**src/rtl/race_game_ctrl.sv**
```systemverilog
// Per-frame game sequencer for the VGA racer: steps the race FSM once per
// vsync and publishes level, scroll, player position, score and lives.
module race_game_ctrl #(
  parameter int FRAMES_PER_LEVEL = 600,
  parameter int COUNTDOWN_FRAMES = 180,
  parameter int CRASH_FRAMES     = 120,
  parameter int LIVES            = 3,
  parameter int X_MIN            = 200,
  parameter int X_MAX            = 408,
  parameter int X_START          = 304,
  parameter int X_STEP           = 4
) (
  input  logic        vga_clk,
  input  logic        wb_rst_i,
  input  logic        vsync,
  input  logic        start,
  input  logic        move_left,
  input  logic        move_right,
  input  logic        pause,
  input  logic        collision,
  output logic        frame_tick,
  output logic [2:0]  state,
  output logic [1:0]  level,
  output logic [9:0]  scroll_y,
  output logic [9:0]  player_x,
  output logic [15:0] score,
  output logic [1:0]  lives
);

  typedef enum logic [2:0] {
    IDLE  = 3'd0,
    COUNT = 3'd1,
    RUN   = 3'd2,
    PAUSE = 3'd3,
    CRASH = 3'd4,
    OVER  = 3'd5
  } st_e;

  localparam logic [15:0] CD_LAST = 16'(COUNTDOWN_FRAMES - 1);
  localparam logic [15:0] CR_LAST = 16'(CRASH_FRAMES - 1);
  localparam logic [15:0] FL_LAST = 16'(FRAMES_PER_LEVEL - 1);
  localparam logic [9:0]  XMIN    = 10'(X_MIN);
  localparam logic [9:0]  XMAX    = 10'(X_MAX);
  localparam logic [9:0]  XSTART  = 10'(X_START);
  localparam logic [9:0]  XSTEP   = 10'(X_STEP);
  localparam logic [9:0]  XLO     = 10'(X_MIN + X_STEP);
  localparam logic [9:0]  XHI     = 10'(X_MAX - X_STEP);
  localparam logic [1:0]  LIVES0  = 2'(LIVES);

  st_e         state_q;
  logic        vs_q, vs_p_q, tick_q;
  logic        start_q, spend_q, col_q;
  logic [1:0]  level_q, lives_q;
  logic [9:0]  scroll_q, x_q;
  logic [15:0] score_q, cnt_q, fc_q;

  logic        hit, start_rise;
  logic [9:0]  scroll_sum, scroll_d, x_d;
  logic [15:0] score_d;

  always_comb begin
    hit        = col_q | collision;
    start_rise = start & ~start_q;
    // step is 2*(level+1), at most 8, so the sum never exceeds 487
    scroll_sum = scroll_q + {7'd0, level_q, 1'b0} + 10'd2;
    scroll_d   = (scroll_sum >= 10'd480) ? scroll_sum - 10'd480 : scroll_sum;
    x_d        = x_q;
    if (move_left && !move_right)
      x_d = (x_q <= XLO) ? XMIN : x_q - XSTEP;
    else if (move_right && !move_left)
      x_d = (x_q >= XHI) ? XMAX : x_q + XSTEP;
    score_d = (score_q == 16'hFFFF) ? score_q : score_q + 16'd1;
  end

  always_ff @(posedge vga_clk) begin
    if (wb_rst_i) begin
      state_q  <= IDLE;
      vs_q     <= 1'b1;
      vs_p_q   <= 1'b1;
      tick_q   <= 1'b0;
      start_q  <= 1'b0;
      spend_q  <= 1'b0;
      col_q    <= 1'b0;
      level_q  <= 2'd0;
      lives_q  <= LIVES0;
      scroll_q <= 10'd0;
      x_q      <= XSTART;
      score_q  <= 16'd0;
      cnt_q    <= 16'd0;
      fc_q     <= 16'd0;
    end else begin
      vs_q    <= vsync;
      vs_p_q  <= vs_q;
      tick_q  <= vs_p_q & ~vs_q;
      start_q <= start;
      // a press landing on the tick cycle is kept for the next frame
      spend_q <= tick_q ? start_rise : (spend_q | start_rise);
      col_q   <= ~tick_q & (col_q | (collision & (state_q == RUN)));
      unique case (state_q)
        IDLE, OVER: begin
          if (tick_q && spend_q) begin
            state_q  <= COUNT;
            cnt_q    <= CD_LAST;
            score_q  <= 16'd0;
            level_q  <= 2'd0;
            fc_q     <= 16'd0;
            lives_q  <= LIVES0;
            x_q      <= XSTART;
            scroll_q <= 10'd0;
          end
        end
        COUNT: begin
          if (tick_q) begin
            if (cnt_q == 16'd0) state_q <= RUN;
            else cnt_q <= cnt_q - 16'd1;
          end
        end
        RUN: begin
          if (tick_q) begin
            if (hit) begin
              if (lives_q == 2'd1) begin
                lives_q <= 2'd0;
                state_q <= OVER;
              end else begin
                lives_q <= lives_q - 2'd1;
                cnt_q   <= CR_LAST;
                state_q <= CRASH;
              end
            end else if (pause) begin
              state_q <= PAUSE;
            end else begin
              scroll_q <= scroll_d;
              x_q      <= x_d;
              score_q  <= score_d;
              if (fc_q == FL_LAST) begin
                fc_q <= 16'd0;
                if (level_q != 2'd3) level_q <= level_q + 2'd1;
              end else begin
                fc_q <= fc_q + 16'd1;
              end
            end
          end
        end
        PAUSE: begin
          if (tick_q && !pause) state_q <= RUN;
        end
        CRASH: begin
          if (tick_q) begin
            if (cnt_q == 16'd0) begin
              state_q <= RUN;
              x_q     <= XSTART;
            end else begin
              cnt_q <= cnt_q - 16'd1;
            end
          end
        end
        default: state_q <= IDLE;
      endcase
    end
  end

  assign frame_tick = tick_q;
  assign state      = state_q;
  assign level      = level_q;
  assign scroll_y   = scroll_q;
  assign player_x   = x_q;
  assign score      = score_q;
  assign lives      = lives_q;

endmodule
```
**config.mk**
```make
export PLATFORM = sky130hd
export DESIGN_NAME = race_game_ctrl
export DESIGN_NICKNAME = d
export VERILOG_FILES = /design/src/rtl/race_game_ctrl.sv
export SDC_FILE = /design/constraint.sdc
export NUM_CORES = 1
export LEC_CHECK = 0
export CORE_ASPECT_RATIO = 0.5
export CORE_MARGIN = 3
export CORE_UTILIZATION = 53
export CTS_BUF_LIST = sky130_fd_sc_hd__clkbuf_8
export CTS_CLUSTER_DIAMETER = 100
export DETAILED_ROUTE_END_ITERATION = 8
export PLACE_DENSITY = 0.88
export SLEW_MARGIN = 10
export SYNTH_ARGS = -nofsm -noshare
export SYNTH_HDL_FRONTEND = slang
export SYNTH_SLANG_ARGS = --single-unit
```
**constraint.sdc**
```tcl
create_clock -name vga_clk -period 2.4 [get_ports vga_clk]
set_input_delay 0.36 -clock vga_clk [delete_from_list [all_inputs] [get_ports vga_clk]]
set_output_delay 0.36 -clock vga_clk [all_outputs]
set_load 0.01 [all_outputs]
```
==> results.sh, run 1 <==
export IMPL_synth_edff_count=0
export IMPL_finalCriticalPeriod_ns=2.431
export IMPL_wirelength_um=13210
export IMPL_reg2reg_slack_ns=-0.03
export IMPL_crit_slowest_cell="dfxtp_4"
export IMPL_design_area_um2=5929
export IMPL_drc=0
export IMPL_dpl_cell_area_um2=5582
export IMPL_min_to="frame_tick$_SDFF_PP0_"
export IMPL_ys_ff_latch=78
export IMPL_hpwl_um=8962
export IMPL_period_share=1.013
export IMPL_worstHoldPathType="flop to flop"
export IMPL_ys_async_sr_fraction=0
export IMPL_detail_route_wl_per_cell_um=17.02
export IMPL_path_cells="ha_4 > ha_4 > inv_2 > fa_2 > nand3b_1 > xnor2_2 > ha_2 > inv_2 > nand3_2 > mux2_4 > o41ai_2"
export IMPL_power_leakage_nw=2.180
export IMPL_r2r_end="scroll_y[9]$_SDFFE_PP0P_"
export IMPL_synth_xor_area_share=0.05443
export IMPL_relSlewSlack=0.4872
export IMPL_stdcell_count=776
export IMPL_vias=4921
export IMPL_drive_above_1_share=0.1551
export IMPL_netlist_instances=592
export IMPL_netlist_area_um2=4827
export IMPL_critPathMaxFanout=3
export IMPL_area_growth_pct=22.84
export IMPL_ctsLongestPathBuffers=2
export IMPL_synth_top_family_by_area="simple AND/OR/NAND/NOR gates"
export IMPL_maxSlewViolCount=0
export IMPL_grt_setup_unrepaired="true"
export IMPL_port_buffers=48
export IMPL_grt_max_degree=23
export IMPL_grt_first_pass_wirelength_um=21620
export IMPL_tritoncts="done"
export IMPL_vias_per_cell=6.341
export IMPL_power_density_nw_per_um2=449.1
export IMPL_start_util=0.5744
export IMPL_cts_sinks=78
export IMPL_fin_setup_tns_ns=-0.03145
export IMPL_startpoint_type="flop"
export IMPL_grt_overflow=0
export IMPL_drt_pass1_iter_count=6
export IMPL_ir_worst_vdd_mv=0.2812
export IMPL_fmax_mhz=411.3
export IMPL_yosysTopAreaCellShare=0.3235
export IMPL_core_area_um2=8403
export IMPL_final_nets=683
export IMPL_r2r_cells=11
export IMPL_holdPathStages=2
export IMPL_synth_area_mux_share=0.03396
export IMPL_cts_root_buf="clkbuf_8"
export IMPL_cts_buffers_inserted=9
export IMPL_worstSkewPairLatency_ns=0.37
export IMPL_worst_pin_slew_ns=0.7641
export IMPL_drtIter0Drc=466
export IMPL_setup_viol=1
export IMPL_final_common_cell="dfxtp_1"
export IMPL_crit_buf_inv=2
export IMPL_critical_path_max_stage_delay_ns=0.37
export IMPL_cts_max_level=3
export IMPL_layout_setup_ws_ns=-0.03145
export IMPL_grt_use_total=0.2550
export IMPL_dp_cells=757
export IMPL_skew_ns=0.01209
export IMPL_synth_compound_area_frac=0.1866
export IMPL_antennaDiodeCount=0
export IMPL_place_gp_congestion=0.9302
export IMPL_critPathKind="flop to flop"
export IMPL_worstPathRequired_ns=2.67
export IMPL_synth_ff_type="dfxtp_1"
export IMPL_reg2reg_from="scroll_y[2]$_SDFFE_PP0P_"
export IMPL_synth_area_leaders="dfxtp_1 (32%), nor2_1 (4.6%), nand3_1 (3.8%), ha_1 (3.6%), nand2_1 (3.3%)"
export IMPL_die_h_um=73.49
export IMPL_hold_viol_final=0
export IMPL_path_clk_slew_ns=0.08
export IMPL_failed_checks="setup timing"
export IMPL_syn_area_per_cell_um2=8.154
export IMPL_synth_cell_type_count=81
export IMPL_mostFrequentLayoutCells="dfxtp_1 (72), nor2_1 (59), clkdlybuf4s50_1 (48)"
export IMPL_worstHoldStart="vs_p_q$_SDFF_PP1_"
export IMPL_synth_warnings=0
export IMPL_status="finished with violations"
export IMPL_ios=52
export IMPL_drv_cap=0
export IMPL_crit_family="adder cells"
export IMPL_n_fill_cell=646
export IMPL_worstSetupEndpointType="flop"
export IMPL_antenna_found_initial=0
export IMPL_die_area_um2=10360
export IMPL_seq_area_frac_synth=0.3235
export IMPL_ant_nets=0
export IMPL_arrival_ns=2.70
export IMPL_netlist_top_cell_by_area="dfxtp_1"
export IMPL_grt_pass1_vias=4598
export IMPL_row_count=23
export IMPL_synthAdderAreaFrac=0.04251
export IMPL_synthSimpleGateAreaFrac=0.3017
export IMPL_fp_dieW_um=141.0
## cell usage after synthesis, drive strengths merged (8+ instances only)
cell	count
buf	11
xor2	12
mux2i	13
nor3	20
or3	15
nor2	59
ha	14
xnor2	18
nand2b	9
nand4	15
nor4	11
o21ai	22
a21oi	29
inv	29
nand3	37
and3	8
clkbuf	21
dfxtp	78
nand2	44
## sequential cells by signal, summed over array words and instances (netlist names)
name and flops:
lives 2, vs_q 1, vs_p_q 1, col_q 1, frame_tick 1, level 2, score 16, state 3
fc_q 16, scroll_y 9, spend_q 1, cnt_q 16, start_q 1, player_x 8
## kinds of logic (layout without fill, tap and decap cells)
family,Yosys count,after routing
other cells,1,3
fa+ha+maj,16,16
buf+inv,61,131
compound gates,128,128
mux,16,16
flops,78,78
xor+xnor,30,30
simple gates,262,262
## worst max-delay path by stage
stage / startpoint / endpoint / depth (start not counted)
after floorplan: level[0]$_SDFFE_PP0P_ / scroll_y[9]$_SDFFE_PP0P_ / 13
after global placement: level[0]$_SDFFE_PP0P_ / scroll_y[9]$_SDFFE_PP0P_ / 13
after detailed placement: level[0]$_SDFFE_PP0P_ / scroll_y[9]$_SDFFE_PP0P_ / 13
after CTS: scroll_y[2]$_SDFFE_PP0P_ / scroll_y[9]$_SDFFE_PP0P_ / 11
after global routing: scroll_y[2]$_SDFFE_PP0P_ / scroll_y[9]$_SDFFE_PP0P_ / 11
final: scroll_y[2]$_SDFFE_PP0P_ / scroll_y[9]$_SDFFE_PP0P_ / 11
## per-layer routing
metal	vias up	routed length [um]	GRT usage
met4	0	233	0.08915
li1	2313	-	-
met5	-	0	0
met3	30	989	0.06372
met1	2364	5769	0.3226
met2	214	6217	0.4306
## final cells by class
| class | count | area (um^2) | share of cell area |
|---|---|---|---|
| clock buffers | 10 | 137.6 | 0.02321 |
| clock inverters | 5 | 98.84 | 0.01667 |
| inverters | 29 | 108.9 | 0.01836 |
| multi-input cells | 455 | 3087 | 0.5206 |
| flip-flops and latches | 78 | 1572 | 0.2650 |
| well taps | 112 | 140.1 | 0.02363 |
| repair buffers | 87 | 785.8 | 0.1325 |
## worst reg2reg max path: stages (launching register included)
cell,delay [ns]
dfxtp_4,0.37
ha_4,0.28
ha_4,0.14
inv_2,0.04
fa_2,0.33
nand3b_1,0.20
xnor2_2,0.18
ha_2,0.21
inv_2,0.08
nand3_2,0.06
mux2_4,0.26
o41ai_2,0.20
## power by group
group | internal (mW) | leakage, nW | switching, mW
combinational | 0.0631 | 1.42 | 0.0915
clock | 0.708 | 0.124 | 0.488
sequential | 1.30 | 0.633 | 0.0130
## timing repair
item / in CTS / in global routing
endpoints found under the setup margin: 1 / 18
setup buffers: 3 / 1
pin swaps: 6 / 9
hold buffers: 0 / 0
gates resized for setup: 15 / 7
## per-stage QoR
stage               setup WS (ns)    util  total power, mW  hold WS (ns)
CTS                      -0.05787  0.7018            2.664        0.4125
global route             -0.08225  0.7056            2.731        0.4427
finish                   -0.03145  0.7056            2.663        0.4150
detailed placement        -0.1073  0.6642            1.490        0.4061
global placement          0.02460  0.6642            1.486        0.3969
floorplan                -0.06535       -            1.437        0.3924
No activity file was read; power rests on OpenSTA's default activity.
==> run 2: changes to the inputs <==
--- a/config.mk
+++ b/config.mk
@@ -6,7 +6,7 @@
 export NUM_CORES = 1
 export LEC_CHECK = 0
 export CORE_ASPECT_RATIO = 0.5
-export CORE_MARGIN = 3
+export CORE_MARGIN = 2
 export CORE_UTILIZATION = 53
 export CTS_BUF_LIST = sky130_fd_sc_hd__clkbuf_8
 export CTS_CLUSTER_DIAMETER = 100
==> run 2 against run 1 <==
  * The run still ends with setup timing left
  * Design area down 0.51%
  * Worst hold slack worse by 0.0030 ns
  * First-iteration DRC count down 12%
  * Routed wire length down 4.5%
  * Global-route usage down 0.45 points
  * Sequential cell count unchanged
  * Total power down 3.3%
  * Register-to-register slack better by 0.02 ns
  * Sequential share of layout area up 0.071 points
  * Non-clock buffer count up 1
  * Die area down 4.1%
  * Sequential power about the same
==> results.sh, run 2 (synthesis gave the netlist of run 1 again) <==
export IMPL_hold_viol_final=0
export IMPL_pwr_share_clk=0.430
export IMPL_worstPathRequired_ns=2.67
export IMPL_critPathKind="flop to flop"
export IMPL_ios=52
export IMPL_detail_route_wl_per_cell_um=16.13
export IMPL_min_to="frame_tick$_SDFF_PP0_"
export IMPL_area_growth_pct=22.21
export IMPL_ir_worst_vdd_mv=0.3596
export IMPL_grtUsageMet2=0.4220
export IMPL_grt_max_degree=25
export IMPL_switching_share=0.2241
export IMPL_cts_max_level=3
export IMPL_power_density_nw_per_um2=436.6
export IMPL_antenna_found_initial=0
export IMPL_ctsLongestPathBuffers=2
export IMPL_drive_above_1_share=0.1459
export IMPL_antennaDiodeCount=0
export IMPL_period_share=1.007
export IMPL_maxSlewViolCount=0
export IMPL_failed_checks="setup timing"
export IMPL_grt_overflow=0
export IMPL_ant_nets=0
export IMPL_grt_pass1_vias=4456
export IMPL_worst_pin_slew_ns=0.5280
export IMPL_setup_viol=1
export IMPL_tritoncts="done"
export IMPL_r2r_end="scroll_y[9]$_SDFFE_PP0P_"
export IMPL_startpoint="level[0]$_SDFFE_PP0P_"
export IMPL_row_count=24
export IMPL_startpoint_type="flop"
export IMPL_die_h_um=71.49
export IMPL_hold_ws_ns=0.4120
export IMPL_final_nets=684
export IMPL_grt_first_pass_wirelength_um=20480
export IMPL_sequentialPowerShare=0.510
export IMPL_cts_root_buf="clkbuf_8"
export IMPL_gr_max_usage_layer="met2"
export IMPL_drt_pass1_iter_count=5
export IMPL_power_switching_uw=577.2
export IMPL_grt_use_total=0.2505
export IMPL_start_util=0.5505
export IMPL_grt_setup_unrepaired="true"
export IMPL_dpl_cell_area_um2=5623
export IMPL_holdPathStages=2
export IMPL_drtIter0Drc=408
export IMPL_place_gp_congestion=0.9289
export IMPL_arrival_ns=2.68
export IMPL_design_area_um2=5899
export IMPL_internal_power_mw=1.999
export IMPL_worstHoldPathType="flop to flop"
export IMPL_pwr_share_comb=0.061
export IMPL_vias=4763
export IMPL_r2r_cells=13
export IMPL_path_clk_slew_ns=0.08
export IMPL_status="finished with violations"
export IMPL_final_common_cell="dfxtp_1"
export IMPL_worstHoldStart="vs_p_q$_SDFF_PP1_"
export IMPL_skew_ns=0.01082
export IMPL_wirelength_um=12610
export IMPL_reg2reg_slack_ns=-0.02
export IMPL_reg2reg_from="level[0]$_SDFFE_PP0P_"
export IMPL_port_buffers=48
export IMPL_finalCriticalPeriod_ns=2.416
export IMPL_power_leakage_nw=2.173
export IMPL_cts_buffers_inserted=9
export IMPL_mostFrequentLayoutCells="dfxtp_1 (73), nor2_1 (59), clkdlybuf4s50_1 (48)"
export IMPL_use_met3=0.05481
export IMPL_total_power_mw=2.576
export IMPL_critPathMaxFanout=3
export IMPL_cts_sinks=78
export IMPL_die_area_um2=9934
export IMPL_grtUsageMet1=0.3193
export IMPL_vias_per_cell=6.091
export IMPL_fp_dieW_um=139.0
export IMPL_drc=0
export IMPL_core_area_um2=8768
export IMPL_drv_cap=0
export IMPL_worstSetupEndpointType="flop"
export IMPL_hpwl_um=8650
export IMPL_layout_setup_ws_ns=-0.01609
export IMPL_fmax_mhz=413.9
export IMPL_worstSkewPairLatency_ns=0.36
export IMPL_fin_setup_tns_ns=-0.01609
export IMPL_relSlewSlack=0.6430
==> run 2: cell types whose count changed in the layout (fill, tap and decap cells not counted), sizes merged <==
| cell | previous run | this run |
|---|---|---|
| buf | 39 | 40 |
| bufinv | 3 | 2 |
| clkbuf | 10 | 11 |
| clkinv | 1 | 0 |
| clkinvlp | 0 | 1 |
==> run 2: layer usage <==
layer	wire length, um	vias to the layer above
li1	-	2316
met1	5661	2243
met2	6004	174
met3	677	30
met4	268	0
met5	0	-
==> run 2: worst max-delay path by stage <==
stage | endpoint | slack (ns) | cells after the start
global route | scroll_y[9]$_SDFFE_PP0P_ | -0.13 | 13
floorplan | scroll_y[9]$_SDFFE_PP0P_ | -0.07 | 13
detailed placement | scroll_y[9]$_SDFFE_PP0P_ | -0.09 | 13
global placement | scroll_y[9]$_SDFFE_PP0P_ | 0.02 | 13
finish | scroll_y[9]$_SDFFE_PP0P_ | -0.02 | 13
CTS | scroll_y[9]$_SDFFE_PP0P_ | -0.02 | 13
==> run 2: repair_timing <==
| action | 4_1_cts | 5_1_grt |
|---|---|---|
| resized for setup | 7 | 5 |
| setup endpoints to repair | 1 | 9 |
| gates cloned | 0 | 0 |
| hold buffers | 0 | 0 |
| setup buffers | 0 | 2 |
| pin swaps | 1 | 3 |
==> run 2: area by class of cell <==
cell class                 count  area, um^2
fill                         691        2869
multi-input combinational    455        3048
inverter                      29       108.9
clock inverter                 4       71.32
tap                          117       146.4
timing repair buffer          88       805.8
clock buffer                  11       151.4
sequential                    78        1568
==> run 2: per-stage QoR <==
stage                     cells  utilization  setup slack, ns
after CTS                   780       0.6698         -0.01810
final                       782       0.6728         -0.01609
after global placement      765       0.6413          0.02443
after detailed placement    765       0.6413         -0.08763
after global routing        782       0.6728          -0.1333
after floorplan             594            -         -0.06535
==> run 2: critical path, cell delays in order, from the launching register on <==
cell and delay, ns:
dfxtp_2 0.34, inv_2 0.04, ha_2 0.17, inv_1 0.05
ha_2 0.18, inv_2 0.04, fa_2 0.32, nand3b_1 0.20
xnor2_2 0.18, ha_2 0.21, inv_2 0.07, nand3_1 0.07
mux2_4 0.26, o41ai_2 0.19
==> run 2: power groups by stage <==
stage / Combinational (mW) / Sequential (mW) / Clock [mW]
final: 0.156 / 1.31 / 1.11
after global placement: 0.148 / 1.34 / 0
after detailed placement: 0.150 / 1.34 / 0
after floorplan: 0.0994 / 1.34 / 0
after global routing: 0.168 / 1.31 / 1.18
after CTS: 0.152 / 1.31 / 1.13
